### src/rtl/tdl_ctrl.sv
// tdl_ctrl -- tapped-delay-line tap controller.
//
// Moves the delay-line connection point one tap at a time toward a requested
// tap, using a break-before-make sequence (BREAK, MAKE, CONNECT) followed by
// DWELL settle cycles per step, so no two enabled buffers ever drive the same
// delay-line node.
//
// Parameters:
//   DWELL      settle cycles held after each single-tap step (1..15)
//   RESET_TAP  tap index loaded at reset (0..7)
//
// Ports:
//   clk         sole clock, rising edge
//   rst         synchronous active-high reset
//   req_valid   new tap request present
//   tap_req     requested tap index
//   req_ready   high only in IDLE (registered); accept = req_valid & req_ready
//   lambda      tap-enable code (one-hot of the connected tap)
//   lambda_bar  pass-through-enable code (bits below the connected tap)
//   cur_tap     tap index currently fully connected
//   busy        high while a tap move is in progress
//   done        one-cycle pulse when a request completes
//   step_cnt    (only with TDL_CTRL_STEP_CNT_EN) saturating count of CONNECTs
//
// Configuration macro: TDL_CTRL_STEP_CNT_EN adds the step_cnt output.

module tdl_ctrl #(
    parameter int DWELL     = 2,
    parameter int RESET_TAP = 0
) (
    input  logic       clk,
    input  logic       rst,
    input  logic       req_valid,
    input  logic [2:0] tap_req,
    output logic       req_ready,
    output logic [7:0] lambda,
    output logic [7:0] lambda_bar,
    output logic [2:0] cur_tap,
    output logic       busy,
    output logic       done
`ifdef TDL_CTRL_STEP_CNT_EN
    ,
    output logic [15:0] step_cnt
`endif
);

    typedef enum logic [2:0] {
        S_IDLE    = 3'd0,
        S_BREAK   = 3'd1,
        S_MAKE    = 3'd2,
        S_CONNECT = 3'd3,
        S_SETTLE  = 3'd4
    } state_t;

    localparam logic [2:0] RST_TAP  = 3'(RESET_TAP);
    localparam logic [3:0] DWELL_M1 = 4'(DWELL - 1);

    // Steady-state codes for a fully connected tap.
    function automatic logic [7:0] lambda_of(input logic [2:0] t);
        return 8'b0000_0001 << t;
    endfunction

    function automatic logic [7:0] lambda_bar_of(input logic [2:0] t);
        return (8'b0000_0001 << t) - 8'b0000_0001;
    endfunction

    state_t     state_r, state_s;
    logic [2:0] cur_tap_r, cur_tap_s;
    logic [2:0] target_r, target_s;
    logic [7:0] lambda_r, lambda_s;
    logic [7:0] bar_r, bar_s;
    logic [3:0] dwell_r, dwell_s;
    logic       done_r, done_s;
    logic       ready_r;
    logic       busy_r;

    logic [2:0] goal_s;
    logic       up_s;
    logic [2:0] tp1_s;
    logic [2:0] tm1_s;
    logic       accept_s;
    logic       enter_break_s;

    // Next-state and next-code logic; each edge applies the action of the state being entered.
    always_comb begin
        state_s       = state_r;
        cur_tap_s     = cur_tap_r;
        target_s      = target_r;
        lambda_s      = lambda_r;
        bar_s         = bar_r;
        dwell_s       = dwell_r;
        done_s        = 1'b0;
        enter_break_s = 1'b0;

        // In IDLE the direction comes from the incoming request, otherwise
        // from the latched target, which cannot change mid-move.
        goal_s   = (state_r == S_IDLE) ? tap_req : target_r;
        up_s     = (goal_s > cur_tap_r);
        // Wrapped neighbours are only used in the direction that exists.
        tp1_s    = cur_tap_r + 3'd1;
        tm1_s    = cur_tap_r - 3'd1;
        accept_s = req_valid && ready_r;

        case (state_r)
            S_IDLE: begin
                if (accept_s) begin
                    if (tap_req == cur_tap_r) begin
                        done_s = 1'b1;
                    end else begin
                        target_s      = tap_req;
                        state_s       = S_BREAK;
                        enter_break_s = 1'b1;
                    end
                end else begin
                    state_s = S_IDLE;
                end
            end
            S_BREAK: begin
                state_s = S_MAKE;
                if (up_s) begin
                    lambda_s[tp1_s] = 1'b1;
                end else begin
                    lambda_s[cur_tap_r] = 1'b0;
                end
            end
            S_MAKE: begin
                state_s = S_CONNECT;
                if (up_s) begin
                    bar_s[cur_tap_r] = 1'b1;
                    cur_tap_s        = tp1_s;
                end else begin
                    lambda_s[tm1_s] = 1'b1;
                    cur_tap_s       = tm1_s;
                end
            end
            S_CONNECT: begin
                state_s = S_SETTLE;
                dwell_s = DWELL_M1;
            end
            S_SETTLE: begin
                if (dwell_r != 4'd0) begin
                    dwell_s = dwell_r - 4'd1;
                end else if (cur_tap_r != target_r) begin
                    state_s       = S_BREAK;
                    enter_break_s = 1'b1;
                end else begin
                    state_s = S_IDLE;
                    done_s  = 1'b1;
                end
            end
            default: begin
                state_s = S_IDLE;
            end
        endcase

        // BREAK opens the buffer that would otherwise collide with the next tap.
        if (enter_break_s) begin
            if (up_s) begin
                lambda_s[cur_tap_r] = 1'b0;
            end else begin
                bar_s[tm1_s] = 1'b0;
            end
        end else begin
            lambda_s = lambda_s;
        end
    end

    // State and registered-output update; reset restores the RESET_TAP code directly.
    always_ff @(posedge clk) begin
        if (rst) begin
            state_r   <= S_IDLE;
            cur_tap_r <= RST_TAP;
            target_r  <= RST_TAP;
            lambda_r  <= lambda_of(RST_TAP);
            bar_r     <= lambda_bar_of(RST_TAP);
            dwell_r   <= 4'd0;
            done_r    <= 1'b0;
            ready_r   <= 1'b0;
            busy_r    <= 1'b0;
        end else begin
            state_r   <= state_s;
            cur_tap_r <= cur_tap_s;
            target_r  <= target_s;
            lambda_r  <= lambda_s;
            bar_r     <= bar_s;
            dwell_r   <= dwell_s;
            done_r    <= done_s;
            ready_r   <= (state_s == S_IDLE);
            busy_r    <= (state_s != S_IDLE);
        end
    end

`ifdef TDL_CTRL_STEP_CNT_EN
    logic [15:0] step_cnt_r;

    // Count completed single-tap steps (entries into CONNECT), saturating.
    always_ff @(posedge clk) begin
        if (rst) begin
            step_cnt_r <= 16'd0;
        end else if ((state_r == S_MAKE) && (step_cnt_r != 16'hFFFF)) begin
            step_cnt_r <= step_cnt_r + 16'd1;
        end else begin
            step_cnt_r <= step_cnt_r;
        end
    end

    assign step_cnt = step_cnt_r;
`endif

    assign req_ready  = ready_r;
    assign busy       = busy_r;
    assign done       = done_r;
    assign lambda     = lambda_r;
    assign lambda_bar = bar_r;
    assign cur_tap    = cur_tap_r;

endmodule

### config.mk
export PLATFORM = sky130hd
export DESIGN_NAME = tdl_ctrl
export DESIGN_NICKNAME = d
export VERILOG_FILES = /design/src/rtl/tdl_ctrl.sv
export SDC_FILE = /design/constraint.sdc
export NUM_CORES = 1
export LEC_CHECK = 0
export BUFFER_PORTS_ARGS = -buffer_cell sky130_fd_sc_hd__buf_2
export CAP_MARGIN = 20
export CORE_MARGIN = 4
export CORE_UTILIZATION = 45
export DETAILED_ROUTE_END_ITERATION = 6
export PLACE_DENSITY = 0.75
export SLEW_MARGIN = 10
export SYNTH_ARGS = -nofsm -noshare
export SYNTH_HDL_FRONTEND = slang
export SYNTH_SLANG_ARGS = --single-unit
export TNS_END_PERCENT = 50
### constraint.sdc
create_clock -name clk -period 3 [get_ports clk]
set_clock_uncertainty 0.05 [all_clocks]
set_input_delay 0.6 -clock clk [delete_from_list [all_inputs] [get_ports clk]]
set_output_delay 0.6 -clock clk [all_outputs]
set_load 0.02 [all_outputs]
# Word-level counts from Yosys, hierarchy flattened
# Index checks and enable logic that the tools add are counted.
[word_totals]
regBits = 32
inputBits = 6
output_inout_bits = 22
word_cells = 80
[classes]
addsub = 3
magnitude_cmp = 7
eq_ne = 7
muxes = 34
bitwise_logic = 9
reduce_logical = 11
[ops]
columns = ["cell", "n"]
rows = [
  ["2-to-1 mux 8 bit", 8],
  ["bitwise AND 8 bit", 3],
  ["OR 8 bit", 3],
  ["NOT 8 bit", 2],
  ["one-hot mux 8 bit (2 select lines)", 1],
  ["2-to-1 mux 3 bit", 5],
  ["one-hot mux 3 bit (5 select lines)", 1],
  ["< comparator 3 x 4 -> 1 bit, second input constant", 3],
  ["2-to-1 mux 1 bit", 12],
  ["demux 1 bit (select 3 bit)", 3],
  ["greater-or-equal comparator 3 x 1 -> 1 bit, second input constant", 3],
  ["one-hot mux 4 bit (2 select lines)", 1],
  ["equality test 3 x 2 -> 1 bit, second input constant", 2],
  ["zero test 3 bit", 2],
  ["logical AND 1 bit", 4],
  ["2-to-1 mux 4 bit", 1],
  ["one-hot mux 1 bit (2 select lines)", 2],
  ["nonzero test 4 bit", 1],
  ["subtractor 4 x 1 -> 4 bit, second input constant", 1],
  ["adder 3 x 1 -> 3 bit, second input constant", 1],
  ["equality test 3 x 1 -> 1 bit, second input constant", 1],
  ["equality test 3 bit", 1],
  ["equality test 3 bit, second input constant", 1],
  ["greater-than comparator 3 bit", 1],
  ["8 further kinds", 8],
]

# Depth between registers and ports, before layout
# Gate-level depths: netlist of run 1.
[logic_depth]
ltp_word = 11
depth_mapped = 10
ltp_nobuf = 8

# Worst setup path after synthesis of run 1
# OpenSTA, ideal clock, no wires.
[synth_path]
path_kind = "reg-to-reg"
start = "register state_r[0]"
end = "register lambda_r[7], in the netlist lambda[7]"
setup_ns = 0.134
arrival_time_ns = 2.641
required_ns = 2.816
setup_slack_ns = 0.176
path_stages_with_launch = 11
n_path_buf = 2
period_less_slack_ns = 2.824
cell_sequence = "dfxtp_1 buf_4 nor3_1 mux2_2 ha_1 a21o_2 o21ai_2 clkbuf_8 nor2_1 a311oi_1 a211oi_1"
[synth_via]
elab_chain_cells = 8
word_cells_on_any_way = 13
classes_between = "order compare (1); eq/ne (3); mux (7); bitwise (1); reduce/logical (1)"
[synth_lines]
columns = ["element", "line_no", "source"]
rows = [
  ["from (decl)", "67", "state_t state_r, state_s;"],
  ["from (signal assigned)", "181", "state_r <= state_s;"],
  ["zero test 3 bit", "97, 104", ""],
  ["2-to-1 mux 3 bit", "97", "goal_s = (state_r == S_IDLE) ? tap_req : target_r;"],
  ["greater-than comparator 3 bit", "98", "up_s = (goal_s > cur_tap_r);"],
  ["2-to-1 mux 8 bit (on tied branches)", "128, 120", ""],
  ["one-hot mux 8 bit (2 select lines)", "104", "case (state_r)"],
  ["bitwise AND 8 bit (no source line)", "n/a", ""],
  ["2-to-1 mux 8 bit", "158", "if (up_s) begin"],
  ["2-to-1 mux 8 bit (*)", "157", "if (enter_break_s) begin"],
  ["to (signal assigned)", "174", "lambda_r <= lambda_of(RST_TAP);"],
  ["to (signal assigned)", "184", "lambda_r <= lambda_s;"],
  ["to (decl)", "70", "logic [7:0] lambda_r, lambda_s;"],
]
# Every way passes the cells marked *; elsewhere a longest branch is shown, timed or not.
# A chain may end at the register's enable or synchronous reset.

# Final worst setup path of run 1
[layout_path]
start = "register state_r[2]"
end = "register lambda_r[4], in the netlist lambda[4]"
# Same word-level chain as after synthesis.

==> flow_summary.json, run 1 <==
{
  "status": "finished clean",
  "cp_max_fo": 7,
  "core_um2": 4060,
  "vdd_drop_max_mv": 0.286,
  "powerDensity_nw_per_um2": 624,
  "synth_edf_count": 0,
  "fin_crit_sh": 0.925,
  "syn_nets": 215,
  "grt_max_degree": 32,
  "viasPerCell": 5.95,
  "gp_congestion": 0.881,
  "clk_latency_ns": 0.28,
  "rows": 23,
  "rr_endpoint": "lambda[4]",
  "ys_warn_count": 0,
  "portBuffers": 27,
  "root_buffer": "clkbuf_8",
  "final_layout_size_suffix_gt1_frac": 0.283,
  "vias": 1685,
  "dp_hpwl_um": 3170,
  "fin_nets": 244,
  "die_h_um": 73.0,
  "p_clk_frac": 0.260,
  "fmax_mhz": 360,
  "cts.sinks": 32,
  "startpoint_type": "flip-flop",
  "die_w_um": 73.0,
  "avgSynthCellArea_um2": 9.37,
  "worstMarginPinSlew_ns": 0.840,
  "drc_errors": 0,
  "power_w": 0.00132,
  "fin_setup_tns_ns": 0,
  "gr-total-overflow": 0,
  "r2r_start": "state_r[2]",
  "htreeDepth": 2,
  "setup-violations-final": 0,
  "crit_required_ns": 3.13,
  "p_int_w": 0.000826,
  "rsz0062_at_grt": "no",
  "drv_slew": 0,
  "rr_worst_depth": 8,
  "end_kind": "flip-flop",
  "insertedDiodeCount": 0,
  "min_to": "lambda_bar[0]",
  "whs_ns": 0.459,
  "final_area_um2": 2120,
  "swShare": 0.376,
  "initial_utilization": 0.469,
  "antenna_found_initial": 0,
  "hold_path.class": "flip-flop to flip-flop",
  "hold_viol": 0,
  "period_needed_ns": 2.77,
  "netlist_area_um2": 1900,
  "routedWlPerCell_um": 15.4,
  "hold_path.startpoint": "lambda_bar[0]",
  "numCtsBuffers": 5,
  "p_sw_w": 0.000497,
  "grt_util_all_layers": 0.172,
  "critPathArrivalTime_ns": 2.90,
  "power_frac_seq": 0.374,
  "grt_pass1_vias": 1518,
  "crit_type": "flip-flop to flip-flop",
  "async_reset_ff_frac": 0,
  "final_antenna_net_count": 0,
  "hold_buffers": 0,
  "hold_depth": 2,
  "leakage_nw": 0.835,
  "cts_tree": "yes",
  "drt_wl_total_um": 4350,
  "max_cap_violations": 0,
  "cts_max_path_buffers": 2,
  "syn_inst": 203,
  "dieArea_um2": 5330,
  "clkSlewWorstSetupHoldPaths_ns": 0.07,
  "io_pins": 28,
  "area_growth_pct": 11.4,
  "drtPass1Iterations": 4,
  "drtIter0Drc": 97,
  "synth_top_flop_cell": "dfxtp_1",
  "grt_pass1_wl_um": 7320,
  "ys_ff_latch": 32,
  "ys_types": 44,
  "r2r_slack_ns": 0.23,
  "yosysSeqAreaShare": 0.337,
  "place_area_um2": 2020,
  "maxSlewHeadroom": 0.439,
  "comb_power_share": 0.366
}
==> layer usage <==
layer,part of all wire,track usage
met5,0,0
met4,0.017,0.0676
met3,0.076,0.0275
met2,0.46,0.257
met1,0.45,0.247
==> logic make-up (layout without fill, tap and decap cells) <==
| group | after synthesis | after routing | synth area share |
|---|---|---|---|
| buffers and inverters | 17 | 47 | 0.0783 |
| xor gates and xnor gates | 11 | 11 | 0.0546 |
| DFF | 32 | 32 | 0.337 |
| and+or+nand+nor | 77 | 77 | 0.208 |
| AOI/OAI and AO/OA | 52 | 52 | 0.239 |
| muxes | 8 | 8 | 0.0434 |
| adders and majority gates | 6 | 6 | 0.0395 |
==> flip-flops by register name, summed over array words and instances (netlist names) <==
signal and cells:
lambda 8, lambda_bar 8, dwell_r 4, cur_tap 3, state_r 3, target_r 3, busy 1, done 1
req_ready 1
==> synthesized netlist by cell type (4+ instances only) <==
cell type | number | share of area
mux2i_1 | 6 | 0.032
a311oi_1 | 8 | 0.037
a31oi_1 | 4 | 0.013
ha_1 | 6 | 0.039
nand3_1 | 7 | 0.018
xnor2_1 | 7 | 0.032
a21oi_1 | 9 | 0.024
inv_1 | 5 | 0.0099
nand2_1 | 5 | 0.0099
o21ai_2 | 4 | 0.018
a211oi_1 | 10 | 0.039
clkbuf_8 | 7 | 0.051
a2111oi_2 | 5 | 0.039
nor3_1 | 15 | 0.039
dfxtp_1 | 32 | 0.34
nor2_1 | 29 | 0.057
==> cell usage in the layout, fill, tap and decap left out, drive strengths merged, types with 2 or more instances in the layout <==
master	count
nand3	7
mux2	2
dfxtp	32
mux2i	6
or3	2
ha	6
xnor2	7
nand2	5
nor2	29
clkbuf	6
a22oi	3
a31oi	4
and2b	2
xor2	4
nand4	3
a21oi	9
nor2b	3
clkinv	2
nor3	15
or3b	3
inv	5
nor3b	3
a311oi	9
buf	34
a211oi	10
a21o	3
a2111oi	5
o21ai	6
==> worst max-delay path, cell delays in order (launching register included) <==
cell and delay (ns):
dfxtp_1 0.37, nor3_2 0.31, mux2_2 0.38, ha_1 0.31, a21o_2 0.24, o21a_1 0.23
nor2_1 0.31, a311oi_1 0.17, a2111oi_2 0.30
==> worst max-delay path by stage <==
| stage | from | end | slack (ns) | cells after the start |
|---|---|---|---|---|
| after floorplan | state_r[0] | lambda[7] | 0.18 | 10 |
| after global placement | state_r[2] | lambda[4] | 0.30 | 8 |
| after detailed placement | state_r[2] | lambda[4] | 0.15 | 8 |
| after CTS | state_r[2] | lambda[4] | 0.15 | 8 |
| after global routing | state_r[2] | lambda[4] | 0.05 | 8 |
| final | state_r[2] | lambda[4] | 0.23 | 8 |
==> repair_timing <==
item | in CTS | in global routing
hold endpoints to repair | 0 | 0
setup endpoints to repair | 0 | 4
resized for setup | 0 | 1
buffers inserted | 0 | 0
==> through the flow <==
stage               cells  setup WS [ns]   util
finish                283          0.226  0.522
floorplan             203          0.176      -
detailed placement    275          0.151  0.498
global placement      275          0.303  0.498
CTS                   283          0.150  0.521
global route          283         0.0525  0.522
==> power groups by stage <==
stage,Sequential (W),Clock (W),Combinational (W)
floorplan,0.000522,0,0.000364
global placement,0.000501,0,0.000474
detailed placement,0.000503,0,0.000480
CTS,0.000493,0.000356,0.000481
global route,0.000499,0.000375,0.000527
finish,0.000494,0.000344,0.000485
==> final cells by class <==
type                    instances  area (um2)
clock inverters                 2        10.0
inverters                       5        18.8
flip-flops and latches         32         641
repair buffers                 34         188
clock buffers                   6        82.6
multi-input cells             154        1120
well taps                      50        62.6
fillers                       372        1940
(Power assumes the default switching activity.)
==> run 2: changes to the inputs <==
--- a/config.mk
+++ b/config.mk
@@ -10,7 +10,7 @@
 export CORE_MARGIN = 4
 export CORE_UTILIZATION = 45
 export DETAILED_ROUTE_END_ITERATION = 6
-export PLACE_DENSITY = 0.75
+export PLACE_DENSITY = 0.72
 export SLEW_MARGIN = 10
 export SYNTH_ARGS = -nofsm -noshare
 export SYNTH_HDL_FRONTEND = slang
==> constraint.sdc (replaced) <==
create_clock -name clk -period 3.6 [get_ports clk]
set_clock_uncertainty 0.05 [all_clocks]
set_input_delay 0.72 -clock clk [delete_from_list [all_inputs] [get_ports clk]]
set_output_delay 0.72 -clock clk [all_outputs]
set_load 0.02 [all_outputs]
==> run 2 against run 1 <==
  * Utilization is 0.74 points lower
  * Global-route usage hardly changed
  * Die area stayed put
  * Total power is 18% lower
  * Cell count is 1.1% lower
  * Critical path type unchanged
==> flow_summary.json, run 2 (same netlist as run 1, synthesis figures left out) <==
{
  "cts.sinks": 32,
  "initial_utilization": 0.469,
  "worst_path_largest_cell_delay_ns": 0.48,
  "viasPerCell": 5.79,
  "drt_wl_total_um": 4170,
  "dp_hpwl_um": 3080,
  "max_cap_violations": 0,
  "dieArea_um2": 5330,
  "final_layout_size_suffix_gt1_frac": 0.261,
  "critPathSlowestCell": "o21ai_2",
  "end_kind": "flip-flop",
  "leakage_nw": 0.814,
  "drtIter0Drc": 113,
  "startpoint_type": "flip-flop",
  "period_needed_ns": 2.98,
  "layout_commonest_cell": "dfxtp_1",
  "drc_errors": 0,
  "routedWlPerCell_um": 14.9,
  "rows": 23,
  "antenna_found_initial": 0,
  "r2r_start": "state_r[2]",
  "numCtsBuffers": 5,
  "path_common_cell": "nor3_1",
  "fmax_mhz": 336,
  "crit_type": "flip-flop to flip-flop",
  "drtPass1Iterations": 5,
  "cts_tree": "yes",
  "hold_buffers": 0,
  "worstMarginPinSlew_ns": 0.709,
  "setup-violations-final": 0,
  "powerDensity_nw_per_um2": 518,
  "grt_max_degree": 32,
  "rr_worst_depth": 9,
  "grt_util_all_layers": 0.172,
  "wl_met3_um": 314,
  "fin_nets": 241,
  "post_cts_resized": 0,
  "core_um2": 4060,
  "die_w_um": 73.0,
  "cp_max_fo": 15,
  "crit_required_ns": 3.69,
  "wl_met1_um": 1920,
  "maxSlewHeadroom": 0.524,
  "rsz0062_at_grt": "no",
  "cp-endpoint": "lambda[2]",
  "fin_setup_tns_ns": 0,
  "area_growth_pct": 9.87,
  "gp_congestion": 0.880,
  "root_buffer": "clkbuf_8",
  "grt_pass1_vias": 1500,
  "die_h_um": 73.0,
  "hold_viol": 0,
  "gr-total-overflow": 0,
  "cts_max_path_buffers": 2,
  "htreeDepth": 2,
  "vdd_drop_max_mv": 0.254,
  "clk_latency_ns": 0.28,
  "clkSlewWorstSetupHoldPaths_ns": 0.06,
  "crit_start": "state_r[2]",
  "io_pins": 28,
  "crit_path_cell_trace": "nor3_1, buf_4, mux2_2, ha_1, a21o_2, o21ai_2, nor3_1, a311oi_1, a2111oi_2",
  "critPathArrivalTime_ns": 3.07,
  "portBuffers": 27,
  "top_layer_used": "met4",
  "whs_ns": 0.462,
  "r2r_slack_ns": 0.62,
  "grt_pass1_wl_um": 7160,
  "insertedDiodeCount": 0,
  "status": "finished clean",
  "hold_path.class": "flip-flop to flip-flop",
  "route.met2.wl_um": 1880,
  "fin_crit_sh": 0.828,
  "vias": 1622,
  "drv_slew": 0,
  "cts_setup_buffers": 0,
  "final_antenna_net_count": 0,
  "final_cell_mix": "32 x dfxtp_1, 29 x nor2_1, 27 x buf_2",
  "rr_endpoint": "lambda[2]"
}
==> run 2: metrics by stage <==
step	util	cells	setup slack, ns	power [W]	instance area (um2)
final	0.515	280	0.620	0.00108	2090
after detailed placement	0.493	272	0.630	0.000807	2000
after global routing	0.515	280	0.395	0.00115	2090
after floorplan	-	203	0.776	0.000738	1900
after CTS	0.515	280	0.625	0.00109	2090
after global placement	0.493	272	0.706	0.000799	2000
==> run 2: worst min-delay path by stage <==
stage,startpoint,end,slack [ns],cells after the start
after CTS,lambda_bar[2],lambda_bar[2],0.46,2
after global placement,lambda_bar[0],lambda_bar[0],0.45,2
final,lambda_bar[2],lambda_bar[2],0.46,2
after detailed placement,lambda_bar[2],lambda_bar[2],0.45,2
after global routing,dwell_r[0],dwell_r[0],0.49,2
after floorplan,dwell_r[3],dwell_r[3],0.43,2
==> run 2: per-layer routing <==
| layer | global-route usage | vias to the layer above |
|---|---|---|
| met2 | 0.260 | 52 |
| met1 | 0.228 | 757 |
| li1 | - | 806 |
| met3 | 0.0579 | 7 |
| met4 | 0.0594 | 0 |
| met5 | 0 | - |
==> run 2: worst max-delay path, delay by kind of cell, from the launching register on <==
kind                       cells  cell delay, ns
AOI/OAI and AO/OA              4            1.19
buffers and inverters          1            0.18
muxes                          1            0.34
and+or+nand+nor                2            0.41
adders and majority gates      1            0.31
DFF                            1            0.36
==> run 2: report_power, final <==
part	switching, W	internal (W)	leakage, nW	total (W)
Combinational	0.000248	0.000143	0.509	0.000391
Sequential	0.0000267	0.000383	0.260	0.000410
Clock	0.000126	0.000156	0.0455	0.000281
==> run 2: layout make-up <==
class,instances,area (um2)
fillers,410,1970
multi-input cells,154,1110
flip-flops and latches,32,641
repair buffers,31,165
clock buffers,8,90.1
well taps,50,62.6
inverters,5,18.8
==> run 3: changes to the inputs <==
--- a/config.mk
+++ b/config.mk
@@ -10,7 +10,7 @@
 export CORE_MARGIN = 4
 export CORE_UTILIZATION = 45
 export DETAILED_ROUTE_END_ITERATION = 6
-export PLACE_DENSITY = 0.72
+export PLACE_DENSITY = 0.75
 export SLEW_MARGIN = 10
 export SYNTH_ARGS = -nofsm -noshare
 export SYNTH_HDL_FRONTEND = slang
==> constraint.sdc (replaced) <==
create_clock -name clk -period 2.5 [get_ports clk]
set_clock_uncertainty 0.05 [all_clocks]
set_input_delay 0.5 -clock clk [delete_from_list [all_inputs] [get_ports clk]]
set_output_delay 0.5 -clock clk [all_outputs]
set_load 0.02 [all_outputs]
==> run 3 against run 2 <==
  * Clock power increased by 56%
  * Worst setup slack got worse by 0.56 ns
  * Fmax increased by 22%
  * Clock-buffer cell count decreased by 1
  * Register-to-register slack got worse by 0.56 ns
  * Non-clock buffer count increased by 17
  * Combinational power increased by 97%
  * Sequential power increased by 42%
  * Cell count increased by 5.7%
  * Largest power group is now combinational cells
==> flow_summary.json, run 3 (same netlist as run 1, synthesis figures left out) <==
{
  "swShare": 0.367,
  "startpoint_type": "flip-flop",
  "area_growth_pct": 22.8,
  "end_kind": "flip-flop",
  "core_um2": 4060,
  "portBuffers": 27,
  "cts.sinks": 32,
  "crit_family": "simple AND/OR/NAND/NOR gates",
  "final_antenna_net_count": 0,
  "leakage_nw": 0.932,
  "final_area_um2": 2330,
  "preCtsSetupSlack_ns": -0.0326,
  "r2r_start": "state_r[0]",
  "cp_num_cells": 8,
  "worstMarginPinSlew_ns": 0.654,
  "p_clk_frac": 0.244,
  "viasPerCell": 5.79,
  "setup-violations-final": 0,
  "vdd_drop_max_mv": 0.364,
  "status": "finished clean",
  "r2r_slack_ns": 0.06,
  "hold_viol": 0,
  "crit_required_ns": 2.65,
  "fin_nets": 258,
  "max_cap_violations": 0,
  "num-fill-cells": 378,
  "maxSlewHeadroom": 0.564,
  "die_h_um": 73.0,
  "drc_errors": 0,
  "gp_congestion": 0.844,
  "clk_latency_ns": 0.29,
  "rows": 23,
  "dp_hpwl_um": 3230,
  "cp-endpoint": "lambda[6]",
  "clkSlewWorstSetupHoldPaths_ns": 0.06,
  "drv_slew": 0,
  "area.sequential_um2": 642,
  "final_layout_size_suffix_gt1_frac": 0.374,
  "insertedDiodeCount": 0,
  "cts_max_path_buffers": 2,
  "root_buffer": "clkbuf_8",
  "place_area_um2": 2130,
  "cts_tree": "yes",
  "io_pins": 28,
  "period_needed_ns": 2.44,
  "rr_worst_depth": 8,
  "critPathArrivalTime_ns": 2.59,
  "fin_ws_ns": 0.0566,
  "worst_path_largest_cell_delay_ns": 0.34,
  "crit_start": "state_r[0]",
  "antenna_found_initial": 0,
  "power_frac_seq": 0.326,
  "cp_max_fo": 4,
  "vias": 1713,
  "p_int_w": 0.00113,
  "cp_num_buf_inv": 0,
  "p_sw_w": 0.000657,
  "comb_power_share": 0.430,
  "rsz0062_at_grt": "yes",
  "drtPass1Iterations": 4,
  "final_cell_mix": "31 x dfxtp_1, 28 x nor2_1, 27 x buf_2",
  "grt_max_degree": 32,
  "hold_path.class": "flip-flop to flip-flop",
  "crit_path_cell_trace": "nor3_4, mux2_4, ha_4, and3b_2, o21a_2, and3_4, a311oi_2, a2111oi_2",
  "grt_pass1_vias": 1630,
  "fin_crit_sh": 0.977,
  "gr-total-overflow": 0,
  "fin_util": 0.575,
  "rr_endpoint": "lambda[6]",
  "grt_util_all_layers": 0.188,
  "powerDensity_nw_per_um2": 767,
  "dieArea_um2": 5330,
  "routedWlPerCell_um": 15.8,
  "numCtsBuffers": 5,
  "drt_wl_total_um": 4670,
  "layout_commonest_cell": "dfxtp_1",
  "initial_utilization": 0.469,
  "die_w_um": 73.0,
  "htreeDepth": 2,
  "hold_buffers": 0,
  "critPathSlowestCell": "mux2_4",
  "drtIter0Drc": 135,
  "power_w": 0.00179,
  "grt_pass1_wl_um": 7710,
  "fmax_mhz": 409,
  "multi_input_area_um2": 1210,
  "crit_type": "flip-flop to flip-flop"
}
run 3: layer usage:
metal  track usage  vias up  wire (um)
met2         0.269       50       2150
met1         0.255      814       2120
met4        0.0984        0        104
li1              -      840          -
met5             0        -          0
met3        0.0523        9        295
run 3: final cells by class:
type / count / share of cell area
timing repair buffer: 48 / 0.130
sequential: 32 / 0.275
tap: 50 / 0.0268
inverter: 5 / 0.00804
multi-input combinational: 154 / 0.519
clock buffer: 7 / 0.0413
run 3: stage by stage:
stage / cells / hold WS [ns] / TNS, ns
final: 296 / 0.450 / 0
after CTS: 294 / 0.463 / 0
after global routing: 296 / 0.496 / -0.364
after detailed placement: 287 / 0.453 / -0.0637
after floorplan: 203 / 0.427 / -0.0195
after global placement: 287 / 0.444 / 0
run 3: worst min-delay path by stage:
stage | slack (ns) | cells past startpoint | end | start
after detailed placement | 0.45 | 2 | lambda_bar[0] | lambda_bar[0]
after CTS | 0.46 | 3 | target_r[0] | tap_req[0]
after global placement | 0.44 | 2 | lambda_bar[0] | lambda_bar[0]
final | 0.45 | 2 | lambda_bar[0] | lambda_bar[0]
after floorplan | 0.43 | 2 | dwell_r[3] | dwell_r[3]
after global routing | 0.50 | 2 | lambda_bar[2] | lambda_bar[2]
run 3: power groups by stage:
stage / clock network, W / registers, W / logic, W
after floorplan: 0 / 0.000627 / 0.000453
after global placement: 0 / 0.000591 / 0.000663
after detailed placement: 0 / 0.000592 / 0.000670
after CTS: 0.000446 / 0.000581 / 0.000679
after global routing: 0.000473 / 0.000588 / 0.000837
final: 0.000437 / 0.000583 / 0.000770
run 3: worst register-to-register path, stage by stage (launching register included):
cell	delay [ns]
dfxtp_2	0.33
nor3_4	0.26
mux2_4	0.34
ha_4	0.27
and3b_2	0.22
o21a_2	0.20
and3_4	0.23
a311oi_2	0.11
a2111oi_2	0.33
run 3: timing repair:
action / 4_1_cts / 5_1_grt
setup buffers: 0 / 2
setup endpoints to repair: 3 / 17
resized for setup: 2 / 18
pin swaps: 0 / 10
